[config.mk]
export PLATFORM = sky130hd
export DESIGN_NAME = sync_echo
export DESIGN_NICKNAME = d
export VERILOG_FILES = /design/src/rtl/sync_echo_pkg.sv /design/src/rtl/sync_edge_det.sv /design/src/rtl/sync_echo.sv
export SDC_FILE = /design/constraint.sdc
export NUM_CORES = 1
export LEC_CHECK = 0
export BUFFER_PORTS_ARGS = -buffer_cell sky130_fd_sc_hd__buf_4
export CAP_MARGIN = 20
export CORE_ASPECT_RATIO = 2
export CORE_MARGIN = 1
export CORE_UTILIZATION = 58
export CTS_CLUSTER_DIAMETER = 50
export DETAILED_ROUTE_END_ITERATION = 7
export GPL_ROUTABILITY_DRIVEN = 0
export GPL_TIMING_DRIVEN = 0
export PLACE_DENSITY = 0.79
export SLEW_MARGIN = 25
export SYNTH_ARGS = -nofsm -noshare
export SYNTH_HDL_FRONTEND = slang
export SYNTH_SLANG_ARGS = --single-unit
[constraint.sdc]
create_clock -name i_clock_bus -period 3.4 [get_ports i_clock_bus]
set_clock_uncertainty 0.1 [all_clocks]
set_input_delay 0.68 -clock i_clock_bus [delete_from_list [all_inputs] [get_ports i_clock_bus]]
set_output_delay 0.68 -clock i_clock_bus [all_outputs]
set_load 0.01 [all_outputs]
[src/rtl/sync_echo_pkg.sv]
// Shared types and helpers for the sync_echo auto-sync responder.
package sync_echo_pkg;

    typedef enum logic [2:0] {
        IDLE    = 3'd0,
        ARMED   = 3'd1,
        RX_HIGH = 3'd2,
        DELAY   = 3'd3,
        TX      = 3'd4,
        BLANK   = 3'd5,
        DONE    = 3'd6
    } state_t;

    localparam int DEF_TIME_BITS = 8;
    localparam int TIME_MAX      = (1 << DEF_TIME_BITS) - 1;

    // Accepted input widths lie in the closed range [lo, hi].
    function automatic logic width_ok(input int w, input int lo, input int hi);
        return (w >= lo) && (w <= hi);
    endfunction

endpackage

[src/rtl/sync_edge_det.sv]
// Multi-stage synchronizer for an asynchronous pin with registered rise/fall strobes.
module sync_edge_det #(
    parameter int SYNC = 2
) (
    input  logic i_clk,
    input  logic i_rst,
    input  logic i_din,
    output logic o_rise,
    output logic o_fall
);

    (* ASYNC_REG = "TRUE" *) logic [SYNC-1:0] r_sync;
    logic r_last;
    logic r_rise;
    logic r_fall;

    always_ff @(posedge i_clk) begin
        if (i_rst) begin
            r_sync <= '0;
            r_last <= 1'b0;
            r_rise <= 1'b0;
            r_fall <= 1'b0;
        end else begin
            r_sync <= {r_sync[SYNC-2:0], i_din};
            r_last <= r_sync[SYNC-1];
            r_rise <= r_sync[SYNC-1] & ~r_last;
            r_fall <= ~r_sync[SYNC-1] & r_last;
        end
    end

    assign o_rise = r_rise;
    assign o_fall = r_fall;

endmodule

[src/rtl/sync_echo.sv]
// sync_echo: validates each sync pulse from the primary board and re-emits a clean,
// fixed-length echo after a programmable delay so the primary can time the round trip.
module sync_echo
    import sync_echo_pkg::*;
#(
    parameter int PULSE_LENGTH = 3,
    parameter int PULSE_WAIT   = 5,
    parameter int PULSE_NUM    = 2,
    parameter int PULSE_MIN    = 1,
    parameter int PULSE_MAX    = 6,
    parameter int TIME_BITS    = DEF_TIME_BITS,
    parameter int DELAY_BITS   = 10,
    parameter int SYNC         = 2
) (
    input  logic                  i_clock_bus,
    input  logic                  i_reset_bus,
    input  logic                  i_as_en,
    input  logic                  i_sync_in,
    input  logic [DELAY_BITS-1:0] i_echo_delay,
    output logic                  o_sync_out,
    output logic                  o_trg_out,
    output logic                  o_as_active,
    output logic                  o_as_done,
    output logic                  o_as_timeout,
    output logic                  o_as_error,
    output logic [TIME_BITS-1:0]  o_pulse_count,
    output logic [TIME_BITS-1:0]  o_rx_width,
    output logic [TIME_BITS-1:0]  o_rx_time
);

    localparam int LW       = $clog2(((PULSE_LENGTH > PULSE_WAIT) ? PULSE_LENGTH : PULSE_WAIT) + 1);
    localparam int CNT_BITS = (DELAY_BITS > LW) ? DELAY_BITS : LW;
    localparam logic [TIME_BITS-1:0] T_MAX  = '1;
    localparam logic [TIME_BITS-1:0] T_PRE  = T_MAX - 1'b1;
    localparam logic [TIME_BITS-1:0] C_NUM  = TIME_BITS'(PULSE_NUM);
    localparam logic [CNT_BITS-1:0]  C_LEN  = CNT_BITS'(PULSE_LENGTH);
    localparam logic [CNT_BITS-1:0]  C_WAIT = CNT_BITS'(PULSE_WAIT);

    state_t r_state, w_next;
    logic w_rise, w_fall;
    logic w_arm, w_accept, w_tmo, w_finish;
    logic [TIME_BITS-1:0] w_count_inc;

    logic                  r_en_prev;
    logic [DELAY_BITS-1:0] r_delay;
    logic [CNT_BITS-1:0]   r_cnt;
    logic [TIME_BITS-1:0]  r_arm_tmr, r_width, r_count, r_rx_width, r_rx_time;
    logic r_error, r_timeout, r_sync_out, r_trg, r_active, r_done;

    sync_edge_det #(.SYNC(SYNC)) u_edge (
        .i_clk  (i_clock_bus),
        .i_rst  (i_reset_bus),
        .i_din  (i_sync_in),
        .o_rise (w_rise),
        .o_fall (w_fall)
    );

    assign w_count_inc = (r_count == T_MAX) ? r_count : r_count + 1'b1;

    always_ff @(posedge i_clock_bus) begin
        if (i_reset_bus) r_state <= IDLE;
        else             r_state <= w_next;
    end

    // Dropping the enable outranks everything; timeout outranks a same-cycle rise.
    always_comb begin
        w_next   = r_state;
        w_arm    = 1'b0;
        w_accept = 1'b0;
        w_tmo    = 1'b0;
        w_finish = 1'b0;
        if (r_state != IDLE && !i_as_en) begin
            w_next = IDLE;
        end else begin
            case (r_state)
                IDLE: if (i_as_en && !r_en_prev) begin
                    w_next = ARMED;
                    w_arm  = 1'b1;
                end
                ARMED: begin
                    if (r_arm_tmr >= T_PRE) begin
                        w_tmo  = 1'b1;
                        w_next = DONE;
                    end else if (w_rise) begin
                        w_next = RX_HIGH;
                    end
                end
                RX_HIGH: if (w_fall) begin
                    if (width_ok(int'(r_width), PULSE_MIN, PULSE_MAX)) begin
                        w_accept = 1'b1;
                        w_next   = (r_delay == '0) ? TX : DELAY;
                    end else begin
                        w_next = ARMED;
                    end
                end
                DELAY: if (r_cnt <= 1) w_next = TX;
                TX:    if (r_cnt <= 1) w_next = BLANK;
                BLANK: if (r_cnt <= 1) begin
                    w_finish = 1'b1;
                    w_next   = (w_count_inc == C_NUM) ? DONE : ARMED;
                end
                DONE:    w_next = DONE;
                default: w_next = IDLE;
            endcase
        end
    end

    always_ff @(posedge i_clock_bus) begin
        if (i_reset_bus) begin
            r_en_prev  <= 1'b0;
            r_delay    <= '0;
            r_cnt      <= '0;
            r_arm_tmr  <= '0;
            r_width    <= '0;
            r_count    <= '0;
            r_rx_width <= '0;
            r_rx_time  <= '0;
            r_error    <= 1'b0;
            r_timeout  <= 1'b0;
            r_sync_out <= 1'b0;
            r_trg      <= 1'b0;
            r_active   <= 1'b0;
            r_done     <= 1'b0;
        end else begin
            r_en_prev  <= i_as_en;
            r_sync_out <= (w_next == TX);
            r_trg      <= (w_next == DONE) && (r_state != DONE);
            r_active   <= (w_next != IDLE) && (w_next != DONE);
            r_done     <= (w_next == DONE);

            if ((r_state == ARMED || r_state == RX_HIGH) && r_arm_tmr != T_MAX)
                r_arm_tmr <= r_arm_tmr + 1'b1;
            if (r_state == RX_HIGH && w_next == RX_HIGH && r_width != T_MAX)
                r_width <= r_width + 1'b1;
            if (r_state == ARMED && w_next == RX_HIGH) begin
                r_width <= TIME_BITS'(1);
                if (r_count == '0) r_rx_time <= r_arm_tmr;
            end
            if (r_state == RX_HIGH && w_fall && w_next == ARMED) r_error <= 1'b1;
            if (w_tmo) r_timeout <= 1'b1;

            if (r_state == DELAY || r_state == TX || r_state == BLANK) r_cnt <= r_cnt - 1'b1;
            if (r_state == DELAY && w_next == TX)  r_cnt <= C_LEN;
            if (r_state == TX && w_next == BLANK)  r_cnt <= C_WAIT;
            if (w_accept) begin
                r_rx_width <= r_width;
                r_arm_tmr  <= '0;
                r_cnt      <= (r_delay == '0) ? C_LEN : CNT_BITS'(r_delay);
            end
            if (w_finish) r_count <= w_count_inc;

            if (w_arm) begin
                r_delay    <= i_echo_delay;
                r_cnt      <= '0;
                r_arm_tmr  <= '0;
                r_width    <= '0;
                r_count    <= '0;
                r_rx_width <= '0;
                r_rx_time  <= '0;
                r_error    <= 1'b0;
                r_timeout  <= 1'b0;
            end
        end
    end

    assign o_sync_out    = r_sync_out;
    assign o_trg_out     = r_trg;
    assign o_as_active   = r_active;
    assign o_as_done     = r_done;
    assign o_as_timeout  = r_timeout;
    assign o_as_error    = r_error;
    assign o_pulse_count = r_count;
    assign o_rx_width    = r_rx_width;
    assign o_rx_time     = r_rx_time;

endmodule

==> results of run 1 <==
[stage by stage]
| stage | util (%) | cells | setup slack [ps] |
|---|---|---|---|
| after global routing | 70.5 | 593 | 2.56 |
| after CTS | 70.4 | 593 | 225 |
| after detailed placement | 66.1 | 578 | 247 |
| after floorplan | - | 448 | 573 |
| after global placement | 66.1 | 578 | 326 |
| final | 70.5 | 593 | 235 |
[worst reg2reg max path: cells and delay by family (launching register included)]
kind,cells,cell delay (ps)
AO/OA/AOI/OAI,3,900
AND/OR/NAND/NOR,4,1230
adder cells (fa/ha/maj),1,370
flip-flops,1,490
[worst max-delay path by stage]
stage	start	slack (ps)	endpoint	cells past startpoint
4_1_cts	o_pulse_count[0]$_SDFFE_PP0P_	220	o_rx_time[6]$_SDFFE_PP0P_	9
3_5_place_dp	o_pulse_count[0]$_SDFFE_PP0P_	250	o_rx_time[6]$_SDFFE_PP0P_	9
3_3_place_gp	o_pulse_count[0]$_SDFFE_PP0P_	330	r_width[3]$_SDFFE_PP0P_	8
2_1_floorplan	o_pulse_count[0]$_SDFFE_PP0P_	570	r_width[3]$_SDFFE_PP0P_	8
6_report	o_pulse_count[0]$_SDFFE_PP0P_	240	r_width[3]$_SDFFE_PP0P_	8
5_1_grt	o_pulse_count[0]$_SDFFE_PP0P_	3	r_width[4]$_SDFFE_PP0P_	8
[cells in the final DEF (no fill, tap or decap), types with 6 or more instances in the layout]
master	n
a21oi_1	25
a31oi_1	6
and3_1	10
buf_4	44
clkbuf_1	15
clkbuf_16	9
dfxtp_1	75
ha_1	10
inv_1	12
mux2i_1	14
nand2_1	34
nand3_1	30
nand4_1	8
nor2_1	46
nor2b_1	11
nor3_1	17
nor4_1	6
o21ai_0	13
or3_1	6
xnor2_1	7
xor2_1	8
[area by class of cell]
type | instances | area (sq um)
multi-input cells | 338 | 2260
fillers | 562 | 1940
flip-flops and latches | 75 | 1500
repair buffers | 42 | 315
clock buffers | 12 | 267
well taps | 88 | 110
plain buffers | 23 | 108
inverters | 12 | 45.0
clock inverters | 3 | 21.3
[power by group through the flow]
stage	Clock (mW)	Combinational, mW	Sequential [mW]
after detailed placement	0	0.177	0.931
after global placement	0	0.172	0.931
final	0.905	0.180	0.912
after floorplan	0	0.123	0.927
after global routing	0.956	0.193	0.915
after CTS	0.912	0.178	0.912
[kinds of logic (layout without fill, tap and decap cells)]
group           Yosys count  count (layout)  synth area share [%]
simple gates            208             208                  30.3
compound gates           91              91                  17.3
flops                    75              75                  38.4
buf+inv                  35              92                  3.87
xor+xnor                 15              15                  3.36
mux                      14              14                  3.58
fa+ha+maj                10              10                  3.20
[sequential cells by signal (all words and copies together), names as in the netlist]
signal,count
r_cnt,10
r_delay,10
o_pulse_count,8
o_rx_time,8
o_rx_width,8
r_arm_tmr,8
r_width,8
r_state,3
u_edge.r_sync,2
o_as_active,1
o_as_done,1
o_as_error,1
o_as_timeout,1
o_sync_out,1
o_trg_out,1
r_en_prev,1
u_edge.o_fall,1
u_edge.o_rise,1
u_edge.r_last,1
[metal layers]
metal / GRT usage (%) / vias up / share of wire [%]
met5: 0 / - / 0
met4: 20.8 / 0 / 5.4
met3: 7.33 / 47 / 4.1
met2: 52.4 / 124 / 55
met1: 29.6 / 1746 / 35
li1: - / 1750 / -
==> results_dict.tcl, run 1 <==
set metrics [dict create \
    status "complete, but fails checks" \
    violations "DRC" \
    synth_top_area_cell "dfxtp_1" \
    ioPinCount 44 \
    ys_top_cells_by_count "dfxtp_1, nor2_1, nand2_1" \
    syn_nets 472 \
    fp.dieH_microns 118 \
    routedWlPerCell_microns 16.5 \
    crit_type "register to register" \
    fmax_mhz 316 \
    startpoint_type "register" \
    drv_slew 0 \
    async_flop_share_pct 0 \
    synthesis.area_sq_um 3910 \
    drv_cap 0 \
    cp_top_family "simple AND/OR/NAND/NOR gates" \
    ys_types 68 \
    avgSynthCellArea_sq_um 8.74 \
    die_x_microns 60.1 \
    rr_worst_depth 8 \
    synth_flop_cell "dfxtp_1" \
    coreArea_sq_um 6570 \
    cp.required_ps 3570 \
    clockRootBuffer "clkbuf_16" \
    rows 42 \
    r2r_end "r_width[3]$_SDFFE_PP0P_" \
    diodes 0 \
    holdPathEnd "u_edge.o_rise$_SDFF_PP0_" \
    syn_inst 448 \
    slowest_delay_ps 560 \
    setup_viol 0 \
    critPathBufInv 0 \
    route.detailed.drc 1 \
    setup_tns_ps 0 \
    yosysTopAreaCellShare_pct 38.4 \
    cts_setup_buffers 0 \
    ys_seq_elements 75 \
    num_vias 3667 \
    reg2reg_from "o_pulse_count[0]$_SDFFE_PP0P_" \
    ant_nets 0 \
    die_area_sq_um 7100 \
    portBuffers 42 \
    clk_latency_ps 340 \
    grt_max_degree 13 \
    area_growth_pct 18.3 \
    postCtsHoldBufs 0 \
    yosys_warnings 0 \
    swShare_pct 24.3 \
    clk_pin_slew_ps 60 \
    hold_slack_ps 309 \
    cts_made_buffers 9 \
    placed_cell_area_sq_um 4340 \
    fin_crit_sh_pct 93.1 \
    grt_pass1_vias 3606 \
    cts_max_level 3 \
    worst_pin_slew_ps 995 \
    worst_setup_path_end_kind "register" \
    grt_overflow 0 \
    finalNetCount 525 \
    final_area_sq_um 4630 \
    whs_path_depth 1 \
    grt_first_pass_wirelength_microns 16100 \
    first_iter_violations 304 \
    hpwl_microns 7300 \
    fin_crit_ps 3160 \
    hp-class "register to register" \
    initial_core_util_pct 59.6 \
    cts.sinks 75 \
    cts.repair.resized 0 \
    synth_edf_count 0 \
    p_seq_share_pct 45.7 \
    leakage_nw 1.77 \
    p_total_mw 2.00 \
    antenna_found_initial 0 \
    worst-path-max-fanout 8 \
    cp_slowest_cell "o41ai_4" \
    r2r_slack_ps 240 \
    p_clk_share_pct 45.3 \
    cts_buffer_depth 2 \
    drive_above_1_share_pct 18.0 \
    rsz0062_at_grt "false" \
    peakVddDrop_mv 0.365 \
    arrival_ps 3340 \
    hold_violations 0 \
    p_int_mw 1.51 \
    synth_area_leaders "dfxtp_1, nor2_1, nand3_1" \
    yosysMostFrequentCell "dfxtp_1" \
    via_per_inst 6.18 \
    hp-start "u_edge.r_last$_SDFF_PP0_" \
    path_cells "ha_1 > nand2_1 > nor4_2 > o32ai_2 > o41ai_4 > nand4bb_4 > or4_4 > a21oi_2" \
    grt_usage_pct 30.2 \
    p_per_area_nw_per_um2 432 \
    cts_tree "done" \
    seq_area_frac_synth_pct 38.4 \
    dr.pass1.iters 6 \
    maxSlewHeadroom_pct 33.2 \
    p_switching_uw 486 \
    pwr-share-comb_pct 9.0 \
    wirelength_microns 9790 \
]
(Power assumes the default switching activity.)
==> inputs of run 2 (changes only) <==
BUFFER_PORTS_ARGS = default   (was -buffer_cell sky130_fd_sc_hd__buf_4)
CORE_UTILIZATION = 60   (was 58)
DONT_BUFFER_PORTS = 1   (was default)
PLACE_DENSITY = 0.76   (was 0.79)
==> run 2 against run 1 <==
- sequential power about the same
- total power up 4.6%
- the flow now finishes without violations
- count of clock-buffer cells in the layout down 2
- register-to-register slack better by 30 ps
- global-route usage up 0.66 points
- final cell count down 7.3%
- worst setup slack better by 32 ps
- die area down 3.2%
- maximum frequency up 1.0%
==> results_dict.tcl, run 2 (synthesis results as in run 1) <==
set metrics [dict create \
    fin_crit_ps 3130 \
    place_inst 534 \
    postCtsHoldBufs 0 \
    num_vias 3486 \
    crit_type "register to register" \
    startpoint_type "register" \
    largestRegisters "r_cnt (10), r_delay (10)" \
    final_area_sq_um 4340 \
    hp-class "register to register" \
    worst_setup_path_end_kind "register" \
    grt_pass1_vias 3468 \
    fmax_mhz 319 \
    die_x_microns 59.1 \
    ioPinCount 44 \
    rows 41 \
    arrival_ps 3280 \
    fp.dieH_microns 116 \
    coreArea_sq_um 6310 \
    hold_violations 0 \
    first_iter_violations 268 \
    cts_max_level 3 \
    dr.pass1.iters 4 \
    cts.sinks 75 \
    clockRootBuffer "clkbuf_16" \
    cts_made_buffers 9 \
    hold_slack_ps 304 \
    routedWlPerCell_microns 17.8 \
    placed_cell_area_sq_um 4020 \
    setup_viol 0 \
    p_total_mw 2.09 \
    grt_usage_pct 30.9 \
    drive_above_1_share_pct 10.8 \
    maxSlewHeadroom_pct 40.1 \
    initial_core_util_pct 62.0 \
    grt_first_pass_wirelength_microns 16000 \
    clk_latency_ps 340 \
    final_common_cell "dfxtp_1" \
    drv_cap 0 \
    antenna_found_initial 0 \
    die_area_sq_um 6870 \
    wirelength_microns 9810 \
    worst_pin_slew_ps 893 \
    grt_max_degree 14 \
    rsz0062_at_grt "false" \
    leakage_nw 1.55 \
    portBuffers 0 \
    peakVddDrop_mv 0.394 \
    diodes 0 \
    grt_overflow 0 \
    cts_buffer_depth 2 \
    finalNetCount 483 \
    worst-path-max-fanout 10 \
    via_per_inst 6.34 \
    most-common-layout-cells "dfxtp_1, nor2_1, nand2_1" \
    cts.repair.resized 0 \
    p_per_area_nw_per_um2 481 \
    fin_crit_sh_pct 92.1 \
    drv_slew 0 \
    clk_pin_slew_ps 60 \
    final_cells 550 \
    cts_setup_buffers 0 \
    setup_tns_ps 0 \
    cp.required_ps 3550 \
    status "finished clean" \
    route.detailed.drc 0 \
    area_growth_pct 11.0 \
    cts_tree "done" \
    hpwl_microns 7210 \
    ant_nets 0 \
]
## run 2: cell types whose count changed in the layout (fill, tap and decap cells not counted), sizes merged
cell / delta
inv: -1
clkbuf: -2
clkinv: +2
buf: -42
bufinv: +2
## run 2: final timing paths
kind                         endpoint                           from  depth (start not counted)  slack (ps)
min          u_edge.o_rise$_SDFF_PP0_       u_edge.r_last$_SDFF_PP0_                          1         300
max           r_width[0]$_SDFFE_PP0P_  o_pulse_count[0]$_SDFFE_PP0P_                          9         270
min reg2reg  u_edge.o_rise$_SDFF_PP0_       u_edge.r_last$_SDFF_PP0_                          1         300
max reg2reg   r_width[0]$_SDFFE_PP0P_  o_pulse_count[0]$_SDFFE_PP0P_                          9         270
## run 2: worst max-delay path, stage by stage, from the launching register on
cell and delay [ps]:
dfxtp_1 530, ha_2 340, nand2_1 120, nor4_2 280
o32ai_2 200, o41ai_4 560, and4bb_2 310, buf_4 180
a41oi_1 130, a311oi_1 280
## run 2: power by group
group | leakage [nW] | internal (mW) | switching, mW | total, mW
sequential | 0.607 | 0.896 | 0.0184 | 0.914
combinational | 0.793 | 0.0547 | 0.109 | 0.164
clock | 0.153 | 0.643 | 0.368 | 1.01
## run 2: per-layer routing
metal	vias to the layer above	share of wire, %	track usage [%]
li1	1674	-	-
met1	1666	37	30.6
met2	109	55	55.5
met3	37	3.2	5.98
met4	0	4.8	21.7
met5	-	0	0
## run 2: metrics by stage
stage	util (%)	setup slack (ps)
after global routing	68.8	84.7
after floorplan	-	573
after CTS	68.8	167
final	68.8	267
after global placement	63.7	239
after detailed placement	63.7	190
## run 2: layout make-up
cell class / instances / area [sq um]
plain buffers: 23 / 108
well taps: 86 / 108
inverters: 12 / 45.0
multi-input cells: 338 / 2260
clock inverters: 6 / 90.1
flip-flops and latches: 75 / 1500
fillers: 546 / 1970
clock buffers: 10 / 229
